### config.mk
export PLATFORM = sky130hd
export DESIGN_NAME = kernel_ctrl_flat
export DESIGN_NICKNAME = d
export VERILOG_FILES = /design/src/rtl/kernel_ctrl_if.sv /design/src/rtl/kernel_ctrl.sv /design/src/flat_wrapper.sv
export SDC_FILE = /design/constraint.sdc
export NUM_CORES = 1
export LEC_CHECK = 0
export ABC_AREA = 1
export CORE_MARGIN = 4
export CORE_UTILIZATION = 45
export CTS_BUF_LIST = sky130_fd_sc_hd__clkbuf_8
export DETAILED_ROUTE_END_ITERATION = 8
export PLACE_DENSITY = 0.78
export SETUP_SLACK_MARGIN = 0.5
export SLEW_MARGIN = 25
export SYNTH_ARGS = -nofsm -noshare
export SYNTH_HDL_FRONTEND = slang
export SYNTH_SLANG_ARGS = --single-unit
### constraint.sdc
create_clock -name clk -period 1.65 [get_ports clk]
set_input_delay 0.2475 -clock clk [delete_from_list [all_inputs] [get_ports clk]]
set_output_delay 0.2475 -clock clk [all_outputs]
set_load 0.01 [all_outputs]
### src/rtl/kernel_ctrl_if.sv
// -----------------------------------------------------------------------------
// kernel_ctrl_if
//   Stream bundle shared by the kernel and its frame-level controller.
//   Also holds the stream dtype encodings and the header word addresses.
//
//   dvi         data valid; only cycles with dvi=1 carry a word
//   dtypei      word type (FRAME_START, HEADER, ROW_START, pixel, ...)
//   meta_datai  header/meta word
//
//   master : stream source (drives every signal)
//   slave  : stream observer (samples every signal)
// -----------------------------------------------------------------------------
`ifndef KERNEL_CTRL_DTYPES
`define KERNEL_CTRL_DTYPES
`define DTYPE_WIDTH        4
`define DTYPE_FRAME_START  4'h1
`define DTYPE_FRAME_END    4'h2
`define DTYPE_ROW_START    4'h3
`define DTYPE_ROW_END      4'h4
`define DTYPE_HEADER_START 4'h5
`define DTYPE_HEADER       4'h6
`define DTYPE_PIXEL_MASK   4'h8
`define Image_num_cols     6'd2
`define Image_num_rows     6'd3
`endif

interface kernel_ctrl_if #(
  parameter int DATA_WIDTH = 16
);
  logic                    dvi;
  logic [`DTYPE_WIDTH-1:0] dtypei;
  logic [DATA_WIDTH-1:0]   meta_datai;

  modport master (output dvi, output dtypei, output meta_datai);
  modport slave  (input  dvi, input  dtypei, input  meta_datai);
endinterface

### src/rtl/kernel_ctrl.sv
// -----------------------------------------------------------------------------
// kernel_ctrl
//   Frame-level controller for the kernel row-buffer block. Watches the same
//   stream as the kernel, latches the kernel enable once per frame, captures
//   and checks the header geometry, checks row/frame lengths and reports
//   sticky errors. A geometry fault locks the kernel into bypass from the
//   next frame until clear_errors.
//
//   clk, reset     clock, synchronous active-high reset
//   strm           stream observer (dvi, dtypei, meta_datai)
//   enable_req     kernel enable request, sampled at FRAME_START
//   clear_errors   one-cycle pulse: clears err_* and bypass_lock
//   kernel_enable  enable to kernel, constant within a frame
//   busy           state != IDLE (combinational)
//   num_cols/rows  captured header geometry
//   frame_count    completed frames (wraps)
//   err_*          sticky error flags
//   bypass_lock    forces kernel_enable low from the next frame
// -----------------------------------------------------------------------------
`ifndef KERNEL_CTRL_DTYPES
`define KERNEL_CTRL_DTYPES
`define DTYPE_WIDTH        4
`define DTYPE_FRAME_START  4'h1
`define DTYPE_FRAME_END    4'h2
`define DTYPE_ROW_START    4'h3
`define DTYPE_ROW_END      4'h4
`define DTYPE_HEADER_START 4'h5
`define DTYPE_HEADER       4'h6
`define DTYPE_PIXEL_MASK   4'h8
`define Image_num_cols     6'd2
`define Image_num_rows     6'd3
`endif

module kernel_ctrl #(
  parameter int DATA_WIDTH        = 16,
  parameter int MAX_COLS          = 1288,
  parameter int NUM_COLS_WIDTH    = 11,
  parameter int BORDER_SIZE       = 2,
  parameter int FRAME_COUNT_WIDTH = 16
) (
  input  logic                         clk,
  input  logic                         reset,
  kernel_ctrl_if.slave                 strm,
  input  logic                         enable_req,
  input  logic                         clear_errors,
  output logic                         kernel_enable,
  output logic                         busy,
  output logic [DATA_WIDTH-1:0]        num_cols,
  output logic [DATA_WIDTH-1:0]        num_rows,
  output logic [FRAME_COUNT_WIDTH-1:0] frame_count,
  output logic                         err_geom,
  output logic                         err_row_len,
  output logic                         err_frame_len,
  output logic                         err_proto,
  output logic                         bypass_lock
);

  localparam logic [DATA_WIDTH-1:0] MAX_COLS_W = DATA_WIDTH'(MAX_COLS);
  localparam logic [DATA_WIDTH-1:0] BORDER_W   = DATA_WIDTH'(BORDER_SIZE);

  typedef enum logic [1:0] {IDLE, HEADER, ACTIVE} state_t;

  state_t                  state;
  logic [5:0]              header_addr;
  logic [NUM_COLS_WIDTH:0] col_cnt;
  logic [DATA_WIDTH-1:0]   row_cnt;
  logic                    in_row;

  logic                    is_pixel;
  logic                    is_frame_start;
  logic [DATA_WIDTH-1:0]   col_cnt_ext;

  assign is_pixel       = (strm.dtypei & `DTYPE_PIXEL_MASK) != '0;
  assign is_frame_start = strm.dtypei == `DTYPE_FRAME_START;
  assign col_cnt_ext    = DATA_WIDTH'(col_cnt);
  assign busy           = state != IDLE;

  // NOTE: reset is synchronous, so it lives inside the clocked branch and is
  // not in the sensitivity list.
  always_ff @(posedge clk) begin
    if (reset) begin
      state         <= IDLE;
      header_addr   <= '0;
      col_cnt       <= '0;
      row_cnt       <= '0;
      in_row        <= 1'b0;
      kernel_enable <= 1'b0;
      num_cols      <= '0;
      num_rows      <= '0;
      frame_count   <= '0;
      err_geom      <= 1'b0;
      err_row_len   <= 1'b0;
      err_frame_len <= 1'b0;
      err_proto     <= 1'b0;
      bypass_lock   <= 1'b0;
    end else begin
      // NOTE: with non-blocking assignments the last one in the block wins,
      // so an error set further down overrides this clear in the same cycle.
      if (clear_errors) begin
        err_geom      <= 1'b0;
        err_row_len   <= 1'b0;
        err_frame_len <= 1'b0;
        err_proto     <= 1'b0;
        bypass_lock   <= 1'b0;
      end

      if (strm.dvi) begin
        if (is_frame_start) begin
          // A FRAME_START outside IDLE means the previous frame never ended;
          // flag it and restart the frame exactly as from IDLE.
          if (state != IDLE) err_proto <= 1'b1;
          state         <= HEADER;
          kernel_enable <= enable_req & ~bypass_lock;
          row_cnt       <= '0;
        end else begin
          unique case (state)
            IDLE: begin
              if (is_pixel || strm.dtypei == `DTYPE_ROW_START ||
                  strm.dtypei == `DTYPE_ROW_END)
                err_proto <= 1'b1;
            end

            HEADER: begin
              case (strm.dtypei)
                `DTYPE_HEADER_START: header_addr <= '0;
                `DTYPE_HEADER: begin
                  if (header_addr != 6'h3F) header_addr <= header_addr + 6'd1;
                  if (header_addr == `Image_num_cols) begin
                    num_cols <= strm.meta_datai;
                    if (strm.meta_datai > MAX_COLS_W || strm.meta_datai <= BORDER_W) begin
                      err_geom    <= 1'b1;
                      bypass_lock <= 1'b1;
                    end
                  end
                  if (header_addr == `Image_num_rows) begin
                    num_rows <= strm.meta_datai;
                    if (strm.meta_datai <= BORDER_W) begin
                      err_geom    <= 1'b1;
                      bypass_lock <= 1'b1;
                    end
                  end
                end
                `DTYPE_ROW_START: begin
                  state   <= ACTIVE;
                  in_row  <= 1'b1;
                  col_cnt <= '0;
                end
                `DTYPE_FRAME_END: begin
                  state     <= IDLE;
                  err_proto <= 1'b1;
                end
                default: ;
              endcase
            end

            ACTIVE: begin
              if (is_pixel) begin
                if (!in_row)               err_proto <= 1'b1;
                else if (col_cnt != '1)    col_cnt   <= col_cnt + 1'b1;
              end else begin
                case (strm.dtypei)
                  `DTYPE_ROW_START: begin
                    col_cnt <= '0;
                    in_row  <= 1'b1;
                    if (in_row) err_proto <= 1'b1;
                  end
                  `DTYPE_ROW_END: begin
                    in_row <= 1'b0;
                    if (row_cnt != '1) row_cnt <= row_cnt + 1'b1;
                    if (col_cnt_ext != num_cols) err_row_len <= 1'b1;
                  end
                  `DTYPE_FRAME_END: begin
                    state       <= IDLE;
                    frame_count <= frame_count + 1'b1;
                    if (row_cnt != num_rows) err_frame_len <= 1'b1;
                    if (in_row)              err_proto     <= 1'b1;
                  end
                  default: ;
                endcase
              end
            end

            default: state <= IDLE;
          endcase
        end
      end
    end
  end

endmodule

### src/flat_wrapper.sv
// flat-port wrapper written by rule: the top's interface ports become plain ports
module kernel_ctrl_flat 
#(
  parameter int DATA_WIDTH        = 16,
  parameter int MAX_COLS          = 1288,
  parameter int NUM_COLS_WIDTH    = 11,
  parameter int BORDER_SIZE       = 2,
  parameter int FRAME_COUNT_WIDTH = 16
)
  (clk, reset, enable_req, clear_errors, kernel_enable, busy, num_cols, num_rows, frame_count, err_geom, err_row_len, err_frame_len, err_proto, bypass_lock, strm_dvi, strm_dtypei, strm_meta_datai);
  kernel_ctrl_if #(.DATA_WIDTH(DATA_WIDTH)) strm_i ();
  input  logic clk;
  input  logic reset;
  input  logic enable_req;
  input  logic clear_errors;
  output logic kernel_enable;
  output logic busy;
  output logic [DATA_WIDTH-1:0] num_cols;
  output logic [DATA_WIDTH-1:0] num_rows;
  output logic [FRAME_COUNT_WIDTH-1:0] frame_count;
  output logic err_geom;
  output logic err_row_len;
  output logic err_frame_len;
  output logic err_proto;
  output logic bypass_lock;
  input wire logic [$bits(strm_i.dvi)-1:0] strm_dvi;
  input wire logic [$bits(strm_i.dtypei)-1:0] strm_dtypei;
  input wire logic [$bits(strm_i.meta_datai)-1:0] strm_meta_datai;
  assign strm_i.dvi = strm_dvi;
  assign strm_i.dtypei = strm_dtypei;
  assign strm_i.meta_datai = strm_meta_datai;
  kernel_ctrl #(.DATA_WIDTH(DATA_WIDTH), .MAX_COLS(MAX_COLS), .NUM_COLS_WIDTH(NUM_COLS_WIDTH), .BORDER_SIZE(BORDER_SIZE), .FRAME_COUNT_WIDTH(FRAME_COUNT_WIDTH)) u_core (.clk(clk), .reset(reset), .strm(strm_i), .enable_req(enable_req), .clear_errors(clear_errors), .kernel_enable(kernel_enable), .busy(busy), .num_cols(num_cols), .num_rows(num_rows), .frame_count(frame_count), .err_geom(err_geom), .err_row_len(err_row_len), .err_frame_len(err_frame_len), .err_proto(err_proto), .bypass_lock(bypass_lock));
endmodule
# --- Word level (Yosys, flattened, before mapping) ---
# Index checks and enable logic that the tools add are counted.
classes:
  n_addsub: 4
  magnitude_cmp: 2
  eq_ne: 26
  mux: 64
  n_bitwise: 4
  reduce_logical: 20
op_table:
  columns: ["op", "count"]
  rows:
  - ["2-to-1 mux 16 bit", 5]
  - ["2-to-1 mux 12 bit", 4]
  - ["2-to-1 mux 1 bit", 44]
  - ["AND reduction 5 bit", 7]
  - ["adder 16 x 1 -> 16 bit, second input constant", 2]
  - ["one-hot mux 12 bit (2 select lines)", 1]
  - ["> comparator 16 x 11 -> 1 bit, second input constant", 1]
  - ["less-or-equal comparator 16 x 2 -> 1 bit, second input constant", 1]
  - ["inequality test 12 x 16 -> 1 bit", 1]
  - ["inequality test 16 bit", 1]
  - ["inequality test 16 bit, second input constant", 1]
  - ["adder 12 x 1 -> 12 bit, second input constant", 1]
  - ["== test 4 x 3 -> 1 bit, second input constant", 3]
  - ["== test 6 x 2 -> 1 bit, second input constant", 2]
  - ["inequality test 12 bit, second input constant", 1]
  - ["one-hot mux 6 bit (2 select lines)", 1]
  - ["nonzero test 2 bit", 6]
  - ["inequality test 3 x 2 -> 1 bit, second input constant", 3]
  - ["== test 4 x 2 -> 1 bit, second input constant", 2]
  - ["inequality test 2 x 1 -> 1 bit, second input constant", 4]
  - ["adder 6 x 1 -> 6 bit, second input constant", 1]
  - ["2-to-1 mux 2 bit", 3]
  - ["2-to-1 mux 6 bit", 1]
  - ["inequality test 3 x 1 -> 1 bit, second input constant", 2]
  - ["17 further kinds", 22]
word_totals:
  ff_bits: 91
  out_inout_bits: 55
  elab_cells: 134

# --- Depth between registers and ports, before layout ---
# Gate-level depths: netlist of run 1.
logic_depth:
  ltp_word: 10
  depth_mapped: 11
  depth_no_buf: 11

# --- Least setup slack after synthesis of run 1 ---
# Ideal clock, no wire load.
synth_path:
  kind: "reg2reg"
  startpoint: "reg u_core.state[0]"
  endpoint: "reg u_core.frame_count[8]"
  arrival_time_ps: 1522
  required_ps: 1535
  path_slack_ps: 13
  path_stages_with_launch: 11
  path_buffers: 1
  period_less_slack_ps: 1637
  cell_sequence: "dfxtp_1 inv_1 ha_1 inv_1 nor3_1 nand2_1 buf_2 nor4_4 nand3_1 nand2_1 nor2_1"
synth_via:
  elab_chain_len: 2
synth_rtl:
  columns: ["element", "line_no", "text"]
  rows:
  - ["start, declared", "kernel_ctrl.sv:63", "state_t state;"]
  - ["start signal, assigned", "kernel_ctrl.sv:82", "state <= IDLE;"]
  - ["start signal, assigned", "kernel_ctrl.sv:112", "state <= HEADER;"]
  - ["start signal, assigned", "kernel_ctrl.sv:144", "state <= ACTIVE;"]
  - ["== test 2 bit", "kernel_ctrl.sv:116", "unique case (state)"]
  - ["AND reduction 5 bit (no line)", null, null]
  - ["end signal, assigned", "kernel_ctrl.sv:174", "frame_count <= frame_count + 1'b1;"]
  - ["end, declared", "kernel_ctrl.sv:50", "output logic [FRAME_COUNT_WIDTH-1:0] frame_count,"]
# Every way passes these cells.
# A chain may end at the register's enable or synchronous reset.

# --- Worst setup path after layout of run 1 ---
layout_path:
  startpoint: "reg u_core.state[0]"
  endpoint: "reg u_core.num_rows[2]"
layout_via:
  elab_chain_len: 2
layout_rtl:
  columns: ["element", "line_no", "text"]
  rows:
  - ["== test 2 x 1 -> 1 bit", "kernel_ctrl.sv:116", null]
  - ["AND reduction 5 bit (no line)", null, null]
  - ["end signal, assigned", "kernel_ctrl.sv:136", "num_rows <= strm.meta_datai;"]
  - ["end, declared", "kernel_ctrl.sv:49", "output logic [DATA_WIDTH-1:0] num_rows,"]
# Every way passes these cells.

==> flow_summary_export.csv, run 1 <==
group,metric,value,unit
outcome,status,"finished with violations",
outcome,violations,"setup timing",
finish,n_antenna_cell,0,
route,finalWirelength,20980,um
placed_design,gp_congestion,0.8961,
clocking,cts_buffer_depth,2,
synth,syn_area,5181,sq um
clocking,cts.sinks,91,
synth,syn_nets,806,
placed_design,dp_hpwl,10890,um
sta,rsz0062_at_grt,"true",
sta,worst_pin_slew,0.3550,ns
critical_path,path_buf_inv,4,
finish,area_delta_synth_final,63.29,%
global_routing,antenna_found_initial,0,
global_routing,grt_usage,0.2654,
route,drtIter0Drc,632,
global_routing,grt_pass1_vias,5853,
floorplan,initial_core_util,0.4697,
route,wl_per_cell,18.61,um
sta,finalCriticalPeriod,1.709,ns
sta,slew_headroom,0.7628,
critical_path,r2r-end,"u_core.num_rows[2]",
global_routing,grt_pass1_wl,28300,um
floorplan,ios,80,
placed_design,port_buffers,79,
worst_hold_path,hold_class,"input port to register",
pwr,pwr_density_cell,496.9,nW/um^2
clocking,clk_pin_slew,0.10,ns
synth,synth_seq_area_share,0.3516,
finish,nets,1016,
critical_path,cp.required,1.96,ns
floorplan,die_w,115.3,um
global_routing,grt_max_degree,55,
synth,synth_cell_type_count,41,
critical_path,endpoint,"u_core.num_rows[2]",
route,drc,0,
pwr,worst_ir_drop_vdd,0.0004042,V
critical_path,r2r_start,"u_core.state[0]",
clocking,htreeDepth,3,
sta,slew_violations,0,
critical_path,crit_fanout,6,
route,vias,6541,
sta,fin_ws,-0.05919,ns
synth,yosysWarningCount,0,
critical_path,endpoint_kind,"register",
global_routing,gr-total-overflow,0,
critical_path,crit_cells,10,
critical_path,cpPeakStageDelay,0.36,ns
sta,hold_viol_final,0,
critical_path,crit_family,"simple AND/OR/NAND/NOR gates",
finish,final_cell_mix,"137 x nand2_1, 106 x buf_4, 76 x nor2_1, 60 x inv_1, 56 x buf_6",
critical_path,cp-start-kind,"register",
critical_path,arrival,2.02,ns
pwr,leakagePower,0.003648,uW
placed_design,dp.cells,1040,
critical_path,r2r.worst_path.cells,10,
route,ant_nets,0,
critical_path,worstSetupPathType,"register to register",
synth,synth_seq_cells,91,
finish,mostFrequentLayoutCell,"nand2_1",
finish,drive_gt1_frac,0.4802,
clocking,clkLatencyLatePin,0.39,ns
run,maxCapViolCount,0,
clocking,cts_tree,"built",
floorplan,core,11030,sq um
finish,design_area,8461,sq um
floorplan,dieArea,13290,sq um
sta,setup_violations,10,
synth,netlist_instances,772,
floorplan,row_count,38,
floorplan,dieHeight,115.3,um
finish,instances_no_fill,1127,
critical_path,r2r_setup_slack,-0.06,ns
clocking,cts_buffers,9,
clocking,cts_root_buffer,"clkbuf_8",
route,via_per_inst,5.804,
critical_path,crit_path_cell_trace,"buf_6 > ha_4 > inv_4 > nor2_4 > nand2_4 > nor2_4 > buf_6 > buf_16 > o21ai_2 > a21oi_1",
critical_path,cp_slowest_cell,"dfxtp_2",
route,drt_pre_antenna_iters,9,
synth,avgSynthCellArea,6.711,sq um
sta,skew,0.01111,ns
sta,fin_crit_sh,1.036,
critical_path,cp-startpoint,"u_core.state[0]",
sta,fmax,585.1,MHz
placed_design,placed_cell_area,6847,sq um
==> flip-flops by register name (all words and copies together), names as in the netlist, 2 cells and up <==
register	cells
u_core.num_cols	16
u_core.frame_count	16
u_core.row_cnt	16
u_core.num_rows	16
u_core.state	2
u_core.header_addr	6
u_core.col_cnt	12
==> worst reg2reg max path, stage by stage (launching register included) <==
cell	delay, ns
dfxtp_2	0.36
buf_6	0.11
ha_4	0.14
inv_4	0.04
nor2_4	0.15
nand2_4	0.09
nor2_4	0.22
buf_6	0.16
buf_16	0.13
o21ai_2	0.07
a21oi_1	0.17
==> timing repair <==
item                                   CTS  global route
resized for setup                      392           174
gates cloned                             6             1
pin swaps                               32            60
endpoints found under the hold margin    0             0
setup endpoints to repair              146           120
hold buffers                             0             0
setup buffers                           45            19
==> synthesized netlist by cell type, drive strengths merged <==
master,n,share of area
inv,75,0.054
a31oi,2,0.0024
nand2,186,0.14
buf,14,0.017
a21boi,1,0.0014
nand4,16,0.021
nor3b,3,0.0043
o21a,1,0.0014
a21oi,86,0.084
nand3,47,0.046
xnor2,27,0.046
ha,9,0.022
dfxtp,91,0.35
or2,6,0.0072
and2,3,0.0036
nor3,16,0.017
clkbuf,17,0.013
nor2,98,0.082
nand3b,3,0.0043
o21bai,1,0.0014
clkinv,2,0.0014
o21ai,52,0.050
nor4,3,0.0065
xor2,13,0.022
==> power by group <==
part	total (uW)	internal, uW	leakage (uW)	switching [uW]
registers	2180	2170	0.000772	6.58
logic	463	195	0.00278	268
clock network	1560	650	0.000101	909
total	4200	3020	0.00365	1180
==> logic make-up (layout without fill, tap and decap cells) <==
kind of cell | count (synthesis) | after routing | share of synthesized area
simple gates | 381 | 381 | 0.3325
buf+inv | 108 | 323 | 0.08573
xor+xnor | 40 | 40 | 0.06762
compound gates | 143 | 143 | 0.1408
flops | 91 | 91 | 0.3516
fa+ha+maj | 9 | 9 | 0.02173
==> area by class of cell <==
| cell class | instances | area [sq um] |
|---|---|---|
| Clock buffer | 11 | 151.4 |
| Clock inverter | 5 | 43.79 |
| Fill cell | 679 | 2570 |
| Inverter | 77 | 319.1 |
| Multi-Input combinational cell | 573 | 3666 |
| Sequential cell | 91 | 1944 |
| Tap cell | 140 | 175.2 |
| Timing Repair Buffer | 230 | 2161 |
==> metal layers <==
metal / part of all wire / track usage / vias up
li1: - / - / 2919
met1: 0.38 / 0.3285 / 3083
met2: 0.49 / 0.4556 / 423
met3: 0.086 / 0.05421 / 116
met4: 0.049 / 0.09703 / 0
met5: 0 / 0 / -
==> stage by stage <==
stage / worst slack [ns] / setup TNS [ns] / total power, uW / hold WS, ns / util
finish: -0.05919 / -0.2074 / 4204 / 0.4739 / 0.7670
global placement: -0.4195 / -24.10 / 2614 / 0.4530 / 0.6207
global route: -0.1111 / -1.208 / 4318 / 0.4914 / 0.7670
floorplan: 0.1766 / 0 / 2426 / 0.3824 / -
CTS: 0.07608 / 0 / 4120 / 0.4419 / 0.6976
detailed placement: -0.4699 / -29.57 / 2618 / 0.4558 / 0.6207
==> worst min path at each step <==
stage                          start               endpoint  slack (ns)  cells after the start
2_1_floorplan    strm_meta_datai[13]    u_core.num_cols[13]        0.38                      2
3_3_place_gp   u_core.header_addr[5]  u_core.header_addr[5]        0.45                      2
3_5_place_dp    u_core.kernel_enable   u_core.kernel_enable        0.46                      2
4_1_cts                   enable_req   u_core.kernel_enable        0.44                      3
5_1_grt               strm_dtypei[3]     u_core.err_row_len        0.49                      5
6_report              strm_dtypei[3]     u_core.err_row_len        0.47                      5
No activity file was read; power rests on OpenSTA's default activity.
==> run 2: changes to the inputs <==
Settings changed: PLACE_DENSITY 0.78 to 0.76.
Clock period 1.65 ns to 2 ns, I/O delays scaled along.
==> run 2 against run 1 <==
The flow now finishes without violations; core utilization is 7.5 points lower; clock power down 9%; sequential share of layout area up 1.7 points; clock-buffer cell count shrank 2; critical path depth shrank 1; worst setup slack better by 0.29 ns; wire length fell by 21%; first-iteration DRC count fell by 31%; global-route usage down 5.1 points; combinational power shrank 25%; hold slack worse by 0.0024 ns; sequential power decreased by 17%; critical endpoint is now u_core.num_cols[0]; largest cell class unchanged; largest power group unchanged.
==> flow_summary_export.csv, run 2 (synthesized netlist as in run 1, its figures left out) <==
group,metric,value,unit
outcome,status,"complete, no violations",
global_routing,use_met2,0.3383,
route,wl_per_cell,15.77,um
sta,rsz0062_at_grt,"true",
floorplan,dieHeight,115.3,um
floorplan,core,11030,sq um
clocking,cts_buffers,9,
route,ant_nets,0,
clocking,cts.sinks,91,
global_routing,grt_pass1_wl,23250,um
global_routing,antenna_found_initial,0,
run,maxCapViolCount,0,
pwr,pwr_density_cell,469.6,nW/um^2
sta,fin_crit_sh,0.8826,
placed_design,placed_cell_area,6446,sq um
clocking,cts_buffer_depth,2,
floorplan,row_count,38,
critical_path,worstSetupPathType,"register to register",
pwr,p_int,2675,uW
clocking,hold_buffers,0,
global_routing,global_route.usage.met1,0.3015,
global_routing,grt_max_degree,40,
sta,skew,0.01352,ns
route,drc,0,
sta,slew_violations,0,
critical_path,cp_slowest_cell,"dfxtp_4",
finish,nets,940,
worst_hold_path,hold_class,"register to register",
critical_path,crit_path_cell_trace,"buf_6 > ha_4 > clkinvlp_4 > nor2_4 > nand2_4 > nor2_4 > clkbuf_16 > o21ai_2 > a21oi_1",
clocking,htreeDepth,3,
critical_path,crit_fanout,8,
clocking,clkLatencyLatePin,0.37,ns
clocking,clk_pin_slew,0.10,ns
route,vias,5628,
floorplan,dieArea,13290,sq um
pwr,worst_ir_drop_vdd,0.0003475,V
route,drt_pre_antenna_iters,5,
global_routing,gr-total-overflow,0,
finish,final_cell_mix,"153 x nand2_1, 85 x nor2_1, 64 x inv_1, 59 x a21oi_1, 50 x dfxtp_1",
pwr,leakagePower,0.003487,uW
global_routing,grt_usage,0.2147,
sta,slew_headroom,0.7658,
worst_hold_path,worstHoldStart,"u_core.header_addr[5]",
global_routing,grt_util_met3,0.04211,
critical_path,cp-startpoint,"u_core.state[0]",
finish,drive_gt1_frac,0.3019,
floorplan,die_w,115.3,um
finish,area_delta_synth_final,47.33,%
critical_path,cp-start-kind,"register",
sta,hold_viol_final,0,
critical_path,endpoint_kind,"register",
pwr,switchingPower,910.1,uW
pwr,p_sw_frac,0.2539,
floorplan,initial_core_util,0.4697,
finish,n_antenna_cell,0,
clocking,cts_tree,"built",
critical_path,cp.required,2.29,ns
global_routing,grt_pass1_vias,4794,
sta,setup_violations,0,
sta,worst_pin_slew,0.3508,ns
pwr,seqPwrFrac,0.507,
critical_path,path_buf_inv,3,
clocking,cts_root_buffer,"clkbuf_8",
critical_path,cpPeakStageDelay,0.39,ns
pwr,p_comb_frac,0.096,
critical_path,r2r_start,"u_core.state[0]",
floorplan,ios,80,
placed_design,port_buffers,79,
sta,fmax,566.5,MHz
placed_design,gp_congestion,0.9227,
pwr,pwr-share-clk,0.397,
finish,design_area,7634,sq um
route,finalWirelength,16580,um
finish,fillCellCount,877,
critical_path,crit_family,"simple AND/OR/NAND/NOR gates",
sta,fin_setup_tns,0,ns
critical_path,arrival,2.05,ns
critical_path,cpMostUsedCell,"nor2_4",
route,drtIter0Drc,438,
placed_design,dp_hpwl,10640,um
finish,mostFrequentLayoutCell,"nand2_1",
route,via_per_inst,5.355,
sta,finalCriticalPeriod,1.765,ns
global_routing,busiest_layer,"met2",
[run 2: cell count changes in the layout (fill, tap and decap cells not counted), moves of 13 or more]
cell           change
dlygate4sd2_1     +47
nand2_2           -16
buf_2             -27
nand2_1           +16
buf_4             -59
dfxtp_1           +25
dfxtp_2           -13
buf_6             -39
[run 2: worst paths after layout]
path                                         endpoint  slack, ns  depth (start not counted)
worst max-delay path               u_core.num_cols[0]       0.23                          9
worst min-delay path            u_core.header_addr[5]       0.47                          2
worst min register to register  u_core.header_addr[5]       0.47                          2
worst max register to register     u_core.num_cols[0]       0.23                          9
[run 2: worst register-to-register path: cells and delay by family (launching register included)]
| family | cells | cell delay, ns |
|---|---|---|
| and+or+nand+nor | 3 | 0.45 |
| buffers and inverters | 3 | 0.44 |
| DFF | 1 | 0.39 |
| AOI/OAI and AO/OA | 2 | 0.25 |
| adders and majority gates | 1 | 0.15 |
[run 2: power groups by stage]
stage	logic, uW	clock network (uW)	registers [uW]
2_1_floorplan	128	0	1860
3_3_place_gp	269	0	1860
3_5_place_dp	272	0	1860
4_1_cts	282	1440	1820
5_1_grt	365	1520	1820
6_report	345	1420	1820
[run 2: stage by stage]
stage / hold WS [ns] / cells / total power, uW / utilization / setup WS (ns)
after floorplan: 0.4349 / 772 / 1990 / - / 0.4416
after global placement: 0.4525 / 1006 / 2132 / 0.5844 / -0.02093
after detailed placement: 0.4585 / 1006 / 2134 / 0.5844 / -0.06379
after CTS: 0.4715 / 1030 / 3542 / 0.6154 / 0.3411
after global routing: 0.5022 / 1051 / 3700 / 0.6920 / 0.1756
final: 0.4715 / 1051 / 3585 / 0.6920 / 0.2348
[run 2: per-layer routing]
| layer | wire length (um) | up-vias |
|---|---|---|
| met1 | 7259 | 2631 |
| li1 | - | 2766 |
| met3 | 1014 | 35 |
| met4 | 335 | 0 |
| met2 | 7968 | 196 |
| met5 | 0 | - |
[run 2: final cells by class]
type	count	area [sq um]	share of cell area
flip-flops and latches	91	1883	0.2467
clock inverters	7	97.59	0.01278
multi-input cells	573	3511	0.4599
repair buffers	154	1539	0.2016
well taps	140	175.2	0.02295
inverters	77	304.0	0.03983
clock buffers	9	123.9	0.01623
[run 2: timing repair]
item | in CTS | in global routing
setup buffers | 7 | 15
gates resized for setup | 104 | 196
gates cloned | 1 | 6
setup endpoints to repair | 143 | 99
pin swaps | 8 | 46
